$ cat src/rtl/seg7_pkg.sv
// Shared definitions for the seg7_scan display stage: segment glyphs, digit count
// and the state type of the optional decimal converter.
package seg7_pkg;

    localparam int NUM_DIGITS = 4;

    localparam logic [7:0] SEG_BLANK = 8'hFF;
    localparam logic [7:0] SEG_DASH  = 8'hBF;

    // Active-low {dp,g,f,e,d,c,b,a}; element index is the hex digit value.
    localparam logic [15:0][7:0] SEG_GLYPH = {
        8'h8E, 8'h86, 8'hA1, 8'hC6, 8'h83, 8'h88, 8'h90, 8'h80,
        8'hF8, 8'h82, 8'h92, 8'h99, 8'hB0, 8'hA4, 8'hF9, 8'hC0
    };

    typedef enum logic [1:0] {
        ST_IDLE,
        ST_CONV,
        ST_DONE
    } conv_state_e;

    function automatic logic [7:0] hex_glyph(input logic [3:0] nib);
        return SEG_GLYPH[nib];
    endfunction

endpackage

$ cat src/rtl/seg7_bin2bcd.sv
// Double-dabble binary-to-BCD converter used by seg7_scan when SEG7_DECIMAL_EN is
// defined; strobe-to-bcd_valid latency is 17 cycles, strobes while busy are held.
`ifdef SEG7_DECIMAL_EN
module seg7_bin2bcd
    import seg7_pkg::*;
(
    input  logic        clock,
    input  logic        reset,
    input  logic [15:0] bin_in,
    input  logic        bin_valid,
    output logic [15:0] bcd_out,
    output logic        ovf_out,
    output logic        bcd_valid
);

    conv_state_e state_q;
    logic [15:0] shift_q;
    logic [19:0] bcd_q;
    logic [3:0]  iter_q;
    logic        pend_valid_q;
    logic [15:0] pend_data_q;
    logic [15:0] bcd_out_q;
    logic        ovf_q;
    logic        bcd_valid_q;

    // One add-3-then-shift step over five BCD nibbles and the remaining binary bits.
    function automatic logic [35:0] dabble_step(input logic [19:0] bcd, input logic [15:0] bin);
        logic [19:0] adj;
        for (int i = 0; i < 5; i++) begin
            adj[i*4 +: 4] = (bcd[i*4 +: 4] >= 4'd5) ? bcd[i*4 +: 4] + 4'd3 : bcd[i*4 +: 4];
        end
        return {adj, bin} << 1;
    endfunction

    always_ff @(posedge clock or negedge reset) begin
        if (!reset) begin
            state_q      <= ST_IDLE;
            shift_q      <= '0;
            bcd_q        <= '0;
            iter_q       <= '0;
            pend_valid_q <= 1'b0;
            pend_data_q  <= '0;
            bcd_out_q    <= '0;
            ovf_q        <= 1'b0;
            bcd_valid_q  <= 1'b0;
        end else begin
            bcd_valid_q <= 1'b0;
            if (bin_valid && state_q != ST_IDLE) begin
                pend_valid_q <= 1'b1;
                pend_data_q  <= bin_in;
            end
            case (state_q)
                ST_IDLE: begin
                    if (bin_valid || pend_valid_q) begin
                        shift_q      <= bin_valid ? bin_in : pend_data_q;
                        bcd_q        <= '0;
                        iter_q       <= '0;
                        pend_valid_q <= 1'b0;
                        state_q      <= ST_CONV;
                    end
                end
                ST_CONV: begin
                    {bcd_q, shift_q} <= dabble_step(bcd_q, shift_q);
                    iter_q           <= iter_q + 4'd1;
                    if (iter_q == 4'd15) begin
                        state_q <= ST_DONE;
                    end
                end
                ST_DONE: begin
                    bcd_out_q   <= bcd_q[15:0];
                    ovf_q       <= |bcd_q[19:16];
                    bcd_valid_q <= 1'b1;
                    state_q     <= ST_IDLE;
                end
                default: state_q <= ST_IDLE;
            endcase
        end
    end

    assign bcd_out   = bcd_out_q;
    assign ovf_out   = ovf_q;
    assign bcd_valid = bcd_valid_q;

endmodule
`endif

$ cat src/rtl/seg7_scan.sv
// 4-digit multiplexed common-anode 7-segment driver with halt blink on digit 0 dp.
// Define SEG7_DECIMAL_EN to show the value as unsigned decimal instead of hex.
module seg7_scan
    import seg7_pkg::*;
#(
    parameter int unsigned SCAN_DIV    = 20000,
    parameter int unsigned BLINK_SCANS = 2000
) (
    input  logic        clock,
    input  logic        reset,
    input  logic [15:0] out_data,
    input  logic        out_valid,
    input  logic        halted,
    output logic [7:0]  seg_n,
    output logic [3:0]  dig_sel_n
);

    localparam int unsigned PW = $clog2(SCAN_DIV + 1);
    localparam int unsigned BW = $clog2(BLINK_SCANS + 1);
    localparam logic [PW-1:0] PRESC_MAX = PW'(SCAN_DIV - 1);
    localparam logic [BW-1:0] BLINK_MAX = BW'(BLINK_SCANS - 1);

    logic [PW-1:0] presc_q, presc_d;
    logic [1:0]    digit_idx_q, digit_idx_d;
    logic [15:0]   display_q, display_d;
    logic [BW-1:0] blink_cnt_q, blink_cnt_d;
    logic          blink_q, blink_d;
    logic [7:0]    seg_n_q, seg_n_d;
    logic [3:0]    dig_sel_n_q, dig_sel_n_d;

    logic          scan_tick;
    logic [3:0]    cur_nibble;
    logic [7:0]    cur_glyph;
    logic          dp_on;

    assign scan_tick  = (presc_q == PRESC_MAX);
    assign cur_nibble = display_q[{digit_idx_q, 2'b00} +: 4];
    assign dp_on      = halted && blink_q && (digit_idx_q == 2'd0);

`ifdef SEG7_DECIMAL_EN
    logic        ovf_q, ovf_d;
    logic [15:0] conv_bcd;
    logic        conv_ovf;
    logic        conv_valid;

    seg7_bin2bcd u_bin2bcd (
        .clock     (clock),
        .reset     (reset),
        .bin_in    (out_data),
        .bin_valid (out_valid),
        .bcd_out   (conv_bcd),
        .ovf_out   (conv_ovf),
        .bcd_valid (conv_valid)
    );

    always_comb begin
        display_d = conv_valid ? conv_bcd : display_q;
        ovf_d     = conv_valid ? conv_ovf : ovf_q;
    end

    // A digit is a leading zero when it and every more significant digit are zero.
    always_comb begin
        if (ovf_q) begin
            cur_glyph = SEG_DASH;
        end else if (digit_idx_q != 2'd0 && (display_q >> {digit_idx_q, 2'b00}) == 16'h0) begin
            cur_glyph = SEG_BLANK;
        end else begin
            cur_glyph = hex_glyph(cur_nibble);
        end
    end

    always_ff @(posedge clock or negedge reset) begin
        if (!reset) begin
            ovf_q <= 1'b0;
        end else begin
            ovf_q <= ovf_d;
        end
    end
`else
    assign display_d = out_valid ? out_data : display_q;
    assign cur_glyph = hex_glyph(cur_nibble);
`endif

    always_comb begin
        // NOTE: every _d takes its hold value first so no branch can leave it unassigned (no latch).
        presc_d     = scan_tick ? '0 : presc_q + PW'(1);
        digit_idx_d = digit_idx_q;
        seg_n_d     = seg_n_q;
        dig_sel_n_d = dig_sel_n_q;
        blink_cnt_d = blink_cnt_q;
        blink_d     = blink_q;

        // Select and segments change on the same edge so a digit never shows its neighbour's glyph.
        if (scan_tick) begin
            digit_idx_d = digit_idx_q + 2'd1;
            seg_n_d     = cur_glyph & {~dp_on, 7'h7F};
            dig_sel_n_d = ~(4'b0001 << digit_idx_q);
        end

        if (!halted) begin
            blink_cnt_d = '0;
            blink_d     = 1'b0;
        end else if (scan_tick) begin
            if (blink_cnt_q == BLINK_MAX) begin
                blink_cnt_d = '0;
                blink_d     = ~blink_q;
            end else begin
                blink_cnt_d = blink_cnt_q + BW'(1);
            end
        end
    end

    always_ff @(posedge clock or negedge reset) begin
        if (!reset) begin
            presc_q     <= '0;
            digit_idx_q <= '0;
            display_q   <= '0;
            blink_cnt_q <= '0;
            blink_q     <= 1'b0;
            seg_n_q     <= SEG_BLANK;
            dig_sel_n_q <= 4'b1111;
        end else begin
            presc_q     <= presc_d;
            digit_idx_q <= digit_idx_d;
            display_q   <= display_d;
            blink_cnt_q <= blink_cnt_d;
            blink_q     <= blink_d;
            seg_n_q     <= seg_n_d;
            dig_sel_n_q <= dig_sel_n_d;
        end
    end

    assign seg_n     = seg_n_q;
    assign dig_sel_n = dig_sel_n_q;

endmodule

$ cat config.mk
export PLATFORM = sky130hd
export DESIGN_NAME = seg7_scan
export DESIGN_NICKNAME = d
export VERILOG_FILES = /design/src/rtl/seg7_pkg.sv /design/src/rtl/seg7_bin2bcd.sv /design/src/rtl/seg7_scan.sv
export SDC_FILE = /design/constraint.sdc
export NUM_CORES = 1
export LEC_CHECK = 0
export BUFFER_PORTS_ARGS = -buffer_cell sky130_fd_sc_hd__buf_2
export CAP_MARGIN = 15
export CORE_ASPECT_RATIO = 0.5
export CORE_MARGIN = 2
export CORE_UTILIZATION = 58
export DETAILED_ROUTE_END_ITERATION = 12
export GPL_TIMING_DRIVEN = 0
export PLACE_DENSITY = 0.83
export SLEW_MARGIN = 40
export SYNTH_ARGS = -nofsm -noshare
export SYNTH_HDL_FRONTEND = slang
export SYNTH_HIERARCHICAL = 1
export SYNTH_SLANG_ARGS = --single-unit
$ cat constraint.sdc
create_clock -name clock -period 2.7 [get_ports clock]
set_input_delay 0.405 -clock clock [delete_from_list [all_inputs] [get_ports clock]]
set_output_delay 0.405 -clock clock [all_outputs]
set_load 0.02 [all_outputs]
; Word level (Yosys, flattened, before mapping)
; Memories as Yosys holds them, arrays and structs flattened.
; Cells that the tools add are included.
[totals]
latchBits = 0
memories = 1
mem_bits_ro = 128
output_inout_bits = 12
mem_bits_rw = 0
regBits = 57
elab_cells = 34
[mem_list]
columns = memory, depth, width, read_ports, rd_ports_with_merged_regs, wr, line_no
row1 = (name not given), 16, 8, 1, 0, 0, seg7_pkg.sv:23  ; return SEG_GLYPH[nib];
[op_classes]
eq_ne = 4
mul = 0
shift = 2
muxes = 8
magnitude_cmp = 1
n_bitwise = 4
n_reduce_logical = 4
div_mod_pow = 0
addsub = 3
[ops]
columns = operator, count
row1 = $mux 11, 3
row2 = $shiftx 16x5->4, 1
row3 = $add 15x1->15 const B, 1
row4 = $eq 15x15->1 const B, 1
row5 = $mux 15, 1
row6 = $add 11x1->11 const B, 1
row7 = $eq 11x11->1 const B, 1
row8 = $and 8x8->8, 1
row9 = $mux 8, 1
row10 = $lt 4x5->1 const B, 1
row11 = $ne 2x1->1 const B, 2
row12 = $not 4->4, 1
row13 = $shl 1x2->4 const A, 1
row14 = $mux 1, 3
row15 = $add 2x1->2 const B, 1
row16 = $logic_and 1x1->1, 2
row17 = $logic_not 2->1, 1
row18 = $not 1->1, 2
row19 = $reduce_and 2->1, 1

; Longest topological paths before layout
; Gate-level depths: netlist (run 1).
[depth]
word_depth = 4
depth_mapped = 9
mapped_depth_nobuf = 8

; Worst setup path before layout (run 1)
; Ideal clock, no wire load.
[synth_path]
path_kind = register to register
from = register digit_idx_q[0]
to = register seg_n_q[3] (netlist: seg_n[3])
t_arrival_ps = 2094
path_stages_with_launch = 9
path_slack_ps = 546
setup_time_ps = 59
path_buffers = 1
path_cell_list = dfrtp_1 > clkbuf_1 > mux4_2 > inv_1 > ha_1 > mux2i_1 > nor2_1 > a311oi_2 > a21o_1
[synth_between]
elab_chain_len = 4
[synth_lines]
columns = element, line_no
row1 = from (decl), seg7_scan.sv:24  ; logic [1:0] digit_idx_q, digit_idx_d;
row2 = from (signal assigned), seg7_scan.sv:124  ; digit_idx_q <= digit_idx_d;
row3 = $shiftx 16x5->4, seg7_scan.sv:37  ; assign cur_nibble = display_q[{digit_idx_q, 2'b00} +: 4];
row4 = $mem_v2 16x8, -
row5 = $mux 8 (implied by the code), seg7_pkg.sv:23
row6 = $and 8x8->8, seg7_scan.sv:96  ; seg_n_d = cur_glyph & {~dp_on, 7'h7F};
row7 = to (signal assigned), seg7_scan.sv:128  ; seg_n_q <= seg_n_d;
row8 = to (decl), seg7_scan.sv:28  ; logic [7:0] seg_n_q, seg_n_d;
; No other way between the ends. The select of a mux whose other input is x is not followed.
; A chain may end at the register's enable or synchronous reset.

; Worst setup path after layout (run 1)
; Ends and elaborated chain as after synthesis.

==> results_dict.tcl, run 1 <==
set metrics [dict create \
    outcome "complete, no violations" \
    overflow 0 \
    clockBufferDepth 2 \
    grt_pass1_wl_um 9646 \
    cp_cell_sequence "clkbuf_1, mux4_2, inv_1, ha_1, inv_1, mux2i_1, nor2_1, a311oi_2, a21o_1" \
    rows 17 \
    die-area_um2 5507 \
    ctsResizeCount 0 \
    worstMarginPinSlew_ps 693.4 \
    syn_area_um2 2840 \
    setup_tns_ps 0 \
    port_buffers 30 \
    syn_inst 262 \
    yosysSeqAreaShare 0.5075 \
    p_seq_frac 0.489 \
    routed_wl_um 5598 \
    async_flop_share 1.000 \
    fp.dieH_um 53.48 \
    die_w_um 103.0 \
    arrival_ps 2630 \
    io_pins 32 \
    final-setup-viol-count 0 \
    hold_viol 0 \
    core-area_um2 4552 \
    cp-start-kind "register" \
    syn_avg_cell_area_um2 10.84 \
    dpl.hpwl_um 4029 \
    p_int_mw 1.391 \
    drt_iter0_drc 90 \
    rsz0062_at_grt "no" \
    slowest_stage "mux4_2" \
    n_fill_cell 320 \
    area_delta_synth_final_pct 15.33 \
    synth_top_family_by_area "simple AND/OR/NAND/NOR gates" \
    cp.required_ps 2990 \
    antenna_found_initial 0 \
    synth_xor_area_frac 0.05242 \
    diodes 0 \
    hold_buffers 0 \
    finalCriticalPeriod_ps 2345 \
    grt_use_total 0.2402 \
    grt_pass1_vias 2117 \
    maxCapViolations 0 \
    end_kind "register" \
    drive_gt1_frac 0.2890 \
    cp_common_cell "inv_1" \
    vias 2114 \
    ys_warn_count 6 \
    critPathTopFamily "multiplexers" \
    cp_max_fo 6 \
    worstSkewPairLatency_ps 340 \
    synth_edf_count 0 \
    finClkSkew_ps 8.332 \
    switching_share 0.2375 \
    slew_violations 0 \
    synthSimpleGateAreaFrac 0.1537 \
    max_stage_delay_ps 630 \
    criticalPathCategory "reg -> reg" \
    drcViolationCount 0 \
    path_buf_inv 3 \
    fin_crit_sh 0.8685 \
    multi_input_area_um2 1321 \
    powerDensity_nw_per_um2 556.8 \
    syn_nets 294 \
    initial_core_util 0.6240 \
    seqCellArea_um2 1441 \
    cts_sinks 57 \
    clockPowerShare 0.428 \
    first_pass_iters 4 \
    nets 335 \
    ir_drop_mv 0.4438 \
    root_buffer "clkbuf_8" \
    synth_cell_type_count 42 \
    wl_per_cell_um 14.97 \
    ant_nets 0 \
    grt_max_degree 58 \
    synthAdderAreaFrac 0.05286 \
    p_leak_nw 1.437 \
    power.switching_mw 0.4331 \
    synth.area.mux_share 0.1093 \
    slew_headroom 0.5378 \
    cts_tree "done" \
    place_ws_ps 326.0 \
    h-tree-depth 3 \
    max_freq_ghz 0.4265 \
    synth_ff_type "dfrtp_1" \
    synth_seq_cells 57 \
    postCtsSetupBuffers 0 \
    clkSlewWorstSetupHoldPaths_ps 70 \
    viasPerCell 5.652 \
    numCtsBuffers 9 \
    timing.final.ws_setup_ps 355.2 \
    combPwrFrac 0.083 \
    synth_compound_area_frac 0.09515 \
    hold_path.class "in -> async" \
    gp_congestion 0.9011 \
]
==> Yosys cell counts (2+ instances only) <==
library cell  number  area (um2)
buf_2              3       15.01
o31ai_1            6       45.04
and4_1             2       17.52
nand4_1            2       12.51
and2_1             4       25.02
a31oi_1            6       37.54
nand3_1           17       85.08
inv_1             10       37.54
nand2_1           19       71.32
mux4_2             4       90.09
or3b_2             2       17.52
dfstp_2           12       315.3
o21ai_1            5       25.02
nor2_1            24       90.09
mux2i_1            4       40.04
clkbuf_1           4       15.01
o21ai_0           12       60.06
a21oi_1            8       40.04
xnor2_1           11       96.34
nor3_1             7       35.03
and3_1             3       18.77
dfrtp_1           45        1126
mux2_2            16       180.2
ha_1              12       150.1
xor2_1             6       52.55
or2_2              2       12.51
==> path summary, 6_finish.rpt <==
| kind | startpoint | end | slack, ps | depth (start not counted) |
|---|---|---|---|---|
| max | digit_idx_q[0] | seg_n[3] | 360 | 9 |
| min | reset | display_q[11] | 110 | 1 |
| max reg2reg | digit_idx_q[0] | seg_n[3] | 360 | 9 |
| min reg2reg | dig_sel_n[0] | dig_sel_n[0] | 460 | 2 |
| max in group asynchronous | reset | presc_q[2] | 2130 | 1 |
| min in group clock | out_data[14] | display_q[14] | 290 | 2 |
==> power by group through the flow <==
stage	combinational, mW	clock (mW)	sequential (mW)
finish	0.151	0.781	0.892
global route	0.168	0.833	0.895
CTS	0.151	0.796	0.892
detailed placement	0.150	0	0.907
global placement	0.141	0	0.905
floorplan	0.0989	0	0.901
==> cell type report <==
cell class | instances | share of cell area
repair buffers | 30 | 0.04660
clock inverters | 6 | 0.01757
flip-flops and latches | 57 | 0.4400
plain buffers | 9 | 0.01375
multi-input cells | 186 | 0.4034
clock buffers | 10 | 0.04202
inverters | 10 | 0.01146
well taps | 66 | 0.02521
==> stage by stage <==
| stage | power (mW) | hold slack [ps] | area, um2 | utilization | instances |
|---|---|---|---|---|---|
| detailed placement | 1.058 | 453.4 | 3075 | 0.6756 | 358 |
| finish | 1.824 | 107.9 | 3276 | 0.7196 | 374 |
| floorplan | 1.000 | 109.4 | 2840 | - | 262 |
| global placement | 1.045 | 449.0 | 3073 | 0.6751 | 358 |
| CTS | 1.840 | 129.8 | 3271 | 0.7185 | 374 |
| global route | 1.895 | 155.7 | 3276 | 0.7196 | 374 |
==> per-layer routing <==
layer | vias up | wire length [um] | track usage
met5 | - | 0 | 0
met4 | 0 | 57 | 0.07675
met3 | 6 | 234 | 0.09115
met2 | 53 | 2836 | 0.4134
met1 | 1048 | 2469 | 0.2823
li1 | 1007 | - | -
==> sequential cells by signal, summed over array words and instances (netlist names) <==
| register | flops |
|---|---|
| blink_cnt_q | 11 |
| dig_sel_n | 4 |
| digit_idx_q | 2 |
| blink_q | 1 |
| display_q | 16 |
| presc_q | 15 |
| seg_n | 8 |
==> cell families after synthesis <==
logic type,count (synthesis)
and+or+nand+nor,89
adders and majority gates,12
xor gates and xnor gates,17
buffers and inverters,19
AOI/OAI and AO/OA,44
DFF,57
muxes,24
==> cells in the final DEF (no fill, tap or decap), types with 3 or more instances in the layout <==
master / count
o21ai_0: 12
nor2_1: 24
dfstp_2: 12
clkbuf_1: 4
clkbuf_8: 10
nand3_1: 17
mux4_2: 4
and2_1: 4
o21ai_1: 5
nand2_1: 19
and3_1: 3
ha_1: 12
mux2_2: 16
dfrtp_1: 45
inv_1: 10
a21oi_1: 8
o31ai_1: 5
clkinv_2: 4
mux2i_1: 4
nor3_1: 7
xnor2_1: 11
xor2_1: 6
buf_2: 32
a31oi_1: 6
Power figures use the tool's default switching activity.
==> run 2: changes to the inputs <==
Settings changed: SYNTH_HIERARCHICAL 1 to not set.
==> run 2 against run 1 <==
Net effect: final cell count shrank 0.27%; die area shrank 0.62%; core utilization grew 0.42 points; critical path type unchanged.
==> results_dict.tcl, run 2 <==
set metrics [dict create \
    ant_nets 0 \
    hold_viol 0 \
    nets 334 \
    place_ws_ps 367.9 \
    yosysMostFrequentCell "dfrtp_1" \
    synth_xor_area_frac 0.04656 \
    numCtsBuffers 9 \
    yosysSeqAreaShare 0.5109 \
    worstMarginPinSlew_ps 688.5 \
    rows 17 \
    ir_drop_mv 0.4477 \
    syn_nets 294 \
    worstSkewPairLatency_ps 340 \
    final_cell_mix "dfrtp_1 (45), buf_2 (31), nor2_1 (24)" \
    drive_gt1_frac 0.2704 \
    largest_reg_flops 16 \
    hold_buffers 0 \
    fp.dieH_um 53.32 \
    cp-start-kind "register" \
    postCtsSetupBuffers 0 \
    wl_per_cell_um 15.70 \
    cts_tree "done" \
    root_buffer "clkbuf_8" \
    synth_cell_type_count 42 \
    rsz0062_at_grt "no" \
    max_stage_delay_ps 630 \
    drt_iter0_drc 175 \
    port_buffers 29 \
    final-setup-viol-count 0 \
    vias 2159 \
    clockBufferDepth 2 \
    synth_seq_cells 57 \
    slew_violations 0 \
    synth_top_family_by_area "simple AND/OR/NAND/NOR gates" \
    syn_avg_cell_area_um2 10.77 \
    max_freq_ghz 0.4264 \
    setup_tns_ps 0 \
    grt_pass1_wl_um 9646 \
    viasPerCell 5.788 \
    synthTopCellsByArea "dfrtp_1 (40%), dfstp_2 (11%), mux2_2 (6.4%)" \
    antenna_found_initial 0 \
    total_power_mw 1.939 \
    criticalPathCategory "reg -> reg" \
    grt_use_total 0.2421 \
    h-tree-depth 3 \
    slew_headroom 0.5375 \
    final_common_cell "dfrtp_1" \
    synthAdderAreaFrac 0.05322 \
    outcome "complete, no violations" \
    syn_inst 262 \
    drcViolationCount 0 \
    holdWs_ps 101.7 \
    synth_top_area_frac 0.3991 \
    io_pins 32 \
    ctsResizeCount 0 \
    diodes 0 \
    syn_area_um2 2821 \
    regMostFlops "display_q" \
    die_w_um 102.6 \
    routed_wl_um 5855 \
    gp_congestion 0.9018 \
    hold_path.class "in -> async" \
    synth.area.mux_share 0.1064 \
    synth_edf_count 0 \
    first_pass_iters 7 \
    slowest_stage "mux4_2" \
    clkSlewWorstSetupHoldPaths_ps 60 \
    area_delta_synth_final_pct 16.23 \
    end_kind "register" \
    die-area_um2 5473 \
    cts_sinks 57 \
    cp_cell_sequence "clkbuf_1, mux4_2, ha_1, inv_1, nor2_1, o311ai_0, nand2_1" \
    arrival_ps 2610 \
    overflow 0 \
    core-area_um2 4531 \
    cp.required_ps 2960 \
    cp_max_fo 5 \
    synth_ff_type "dfrtp_1" \
    synth_commonest_cells "dfrtp_1 (45), nor2_1 (24), nand2_1 (21)" \
    timing.final.ws_setup_ps 354.6 \
    p_leak_nw 1.437 \
    synth_area_leader_cell "dfrtp_1" \
    powerDensity_nw_per_um2 591.3 \
    initial_core_util 0.6228 \
    synthSimpleGateAreaFrac 0.1592 \
    synth_compound_area_frac 0.09845 \
    async_flop_share 1.000 \
    dpl.hpwl_um 3858 \
    maxCapViolations 0 \
    ys_warn_count 0 \
    grt_max_degree 58 \
    fin_crit_sh 0.8687 \
    grt_pass1_vias 2088 \
    finClkSkew_ps 3.687 \
    finalCriticalPeriod_ps 2345 \
    reg_top3 "display_q x16, presc_q x15, blink_cnt_q x11" \
]
==> run 2: final timing paths <==
kind,startpoint,endpoint,slack (ps),cells past startpoint
min in group clock,out_data[0],display_q[0],290,2
hold reg to reg,seg_n[2],seg_n[2],460,2
max in group asynchronous,reset,blink_cnt_q[4],2120,1
setup / recovery,digit_idx_q[0],seg_n[3],350,7
setup reg to reg,digit_idx_q[0],seg_n[3],350,7
hold / removal,reset,display_q[14],100,1
==> run 2: power by group <==
group	leakage (nW)	internal (mW)	switching, mW
Clock	0.111	0.571	0.328
Sequential	0.702	0.879	0.0136
Combinational	0.624	0.0657	0.0812
==> run 2: worst max-delay path: cells and delay by family, from the launching register on <==
| kind | cells | cell delay [ps] |
|---|---|---|
| mux | 1 | 630 |
| fa+ha+maj | 1 | 230 |
| compound gates | 1 | 400 |
| flops | 1 | 370 |
| simple gates | 2 | 190 |
| buf+inv | 2 | 430 |
==> run 2: area by class of cell <==
class	instances	area (um2)
Sequential cell	57	1441
Multi-Input combinational cell	187	1314
Fill cell	303	1251
Clock buffer	14	162.7
Timing Repair Buffer	29	147.6
Tap cell	66	82.58
Clock inverter	2	60.06
Buffer	10	41.29
Inverter	8	30.03
==> run 2: kinds of logic (layout without fill, tap and decap cells) <==
kind of cell,after synthesis,count (layout)
fa+ha+maj,12,12
xor+xnor,15,15
simple gates,91,91
flops,57,57
mux,23,23
buf+inv,18,63
compound gates,46,46
==> run 2: per-layer routing <==
metal | share of wire | GRT usage | up-vias
met4 | 0.020 | 0.08000 | 0
met1 | 0.43 | 0.2906 | 1055
li1 | - | - | 1007
met2 | 0.49 | 0.4063 | 82
met3 | 0.060 | 0.09379 | 15
met5 | 0 | 0 | -
==> run 2: metrics by stage <==
stage / utilization / std cells / instance area, um2
3_5_place_dp: 0.6736 / 357 / 3052
2_1_floorplan: - / 262 / 2821
5_1_grt: 0.7238 / 373 / 3279
6_report: 0.7238 / 373 / 3279
3_3_place_gp: 0.6730 / 357 / 3049
4_1_cts: 0.7227 / 373 / 3274
==> run 3: changes to the inputs <==
Settings changed: REMOVE_ABC_BUFFERS set to 1.
==> run 3 against run 2 <==
Net effect: count of clock-buffer cells in the layout fell by 3; first-iteration DRC count fell by 49%; fmax fell by 3.2%; clock skew rose by 2.5 ps; sequential share of layout area rose by 0.61 points; sequential power barely moved; clock power fell by 12%; total power fell by 6.0%; non-clock buffer count fell by 7; final cell count fell by 1.9%; setup slack got worse by 77 ps.
==> results_dict.tcl, run 3 (synthesized netlist as in run 2, its figures left out) <==
set metrics [dict create \
    outcome "complete, no violations" \
    final_common_cell "dfrtp_1" \
    dpl.hpwl_um 3698 \
    r2r_start "presc_q[0]" \
    grt_pass1_wl_um 9170 \
    cp-start-kind "register" \
    root_buffer "clkbuf_8" \
    p_int_mw 1.390 \
    rsz0062_at_grt "no" \
    criticalPathCategory "reg -> reg" \
    clockPowerShare 0.433 \
    worstMarginPinSlew_ps 848.3 \
    switching_share 0.2375 \
    arrival_ps 2690 \
    holdWs_ps 94.88 \
    cp_cell_sequence "ha_1, and4_1, nand2_1, or3_1, or3_1, a21oi_1" \
    drive_gt1_frac 0.2800 \
    worstSkewPairLatency_ps 340 \
    slew_headroom 0.4296 \
    cts_tree "done" \
    h-tree-depth 3 \
    final_cell_mix "dfrtp_1 (45), buf_2 (30), nor2_1 (24)" \
    grt_use_total 0.2306 \
    reg_top3 "display_q x16, presc_q x15, blink_cnt_q x11" \
    antenna_found_initial 0 \
    drt_iter0_drc 90 \
    vias 2090 \
    power.switching_mw 0.4331 \
    grt_pass1_vias 1949 \
    r2r_slack_ps 280 \
    ir_drop_mv 0.3404 \
    finClkSkew_ps 6.219 \
    rr_endpoint "blink_q" \
    powerDensity_nw_per_um2 563.8 \
    hold_path.class "in -> async" \
    slew_violations 0 \
    core-area_um2 4531 \
    total_power_mw 1.824 \
    routed_wl_um 5508 \
    drcViolationCount 0 \
    regMostFlops "display_q" \
    cp.required_ps 2960 \
    finalCriticalPeriod_ps 2423 \
    maxCapViolations 0 \
    largest_reg_flops 16 \
    ant_nets 0 \
    max_stage_delay_ps 660 \
    first_pass_iters 4 \
    die_w_um 102.6 \
    clkSlewWorstSetupHoldPaths_ps 60 \
    end_kind "register" \
    p_leak_nw 1.432 \
    hold_viol 0 \
    diodes 0 \
    postCtsSetupBuffers 0 \
    initial_core_util 0.6228 \
    p_seq_frac 0.489 \
    nets 327 \
    setup_tns_ps 0 \
    cts_sinks 57 \
    reg2reg_depth 6 \
    grt_max_degree 58 \
    final-setup-viol-count 0 \
    area_delta_synth_final_pct 14.63 \
    clockBufferDepth 2 \
    max_freq_ghz 0.4127 \
    cp_max_fo 18 \
    gp_congestion 0.9000 \
    ctsResizeCount 0 \
    viasPerCell 5.710 \
    wl_per_cell_um 15.05 \
    fin_crit_sh 0.8974 \
    combPwrFrac 0.078 \
    rows 17 \
    slowest_stage "or3_1" \
    io_pins 32 \
    fp.dieH_um 53.32 \
    cp_common_cell "or3_1" \
    port_buffers 31 \
    die-area_um2 5473 \
    overflow 0 \
    numCtsBuffers 9 \
    hold_buffers 0 \
]
==> run 3: worst max path at each step <==
stage | start | to | slack [ps] | cells after the start
final | presc_q[0] | blink_q | 280 | 6
after global routing | presc_q[0] | blink_q | 140 | 6
after CTS | presc_q[0] | blink_cnt_q[5] | 70 | 6
after detailed placement | presc_q[0] | blink_cnt_q[5] | 60 | 6
after global placement | presc_q[0] | blink_cnt_q[5] | -300 | 6
after floorplan | presc_q[0] | blink_cnt_q[5] | 340 | 6
==> run 3: cell type report <==
type,instances,area (um2)
sequential,57,1441
multi-input combinational,187,1315
fill,314,1296
timing repair buffer,32,168.9
clock buffer,11,141.4
tap,66,82.58
clock inverter,5,55.05
inverter,8,30.03
==> run 3: per-stage QoR <==
stage / instance area (um2) / worst slack (ps) / utilization / instances
global placement: 3018 / -295.9 / 0.6661 / 349
detailed placement: 3027 / 63.50 / 0.6680 / 349
finish: 3234 / 277.1 / 0.7139 / 366
CTS: 3223 / 73.47 / 0.7114 / 365
global route: 3234 / 143.8 / 0.7139 / 366
floorplan: 2780 / 342.3 / - / 252
==> run 3: critical path: cells and delay by family, from the launching register on <==
| family | cells | cell delay [ps] |
|---|---|---|
| and+or+nand+nor | 4 | 1550 |
| DFF | 1 | 390 |
| AOI/OAI and AO/OA | 1 | 180 |
| adders and majority gates | 1 | 240 |
==> run 3: power groups by stage <==
stage | registers, mW | clock network (mW) | logic (mW)
final | 0.891 | 0.790 | 0.142
after global routing | 0.894 | 0.837 | 0.159
after CTS | 0.891 | 0.800 | 0.143
after detailed placement | 0.906 | 0 | 0.142
after global placement | 0.904 | 0 | 0.132
after floorplan | 0.901 | 0 | 0.0880
==> run 3: per-layer routing <==
layer,track usage,vias up,part of all wire
met2,0.3834,62,0.48
met3,0.08454,13,0.062
met5,0,-,0
li1,-,1003,-
met4,0.08222,0,0.019
met1,0.2802,1012,0.44
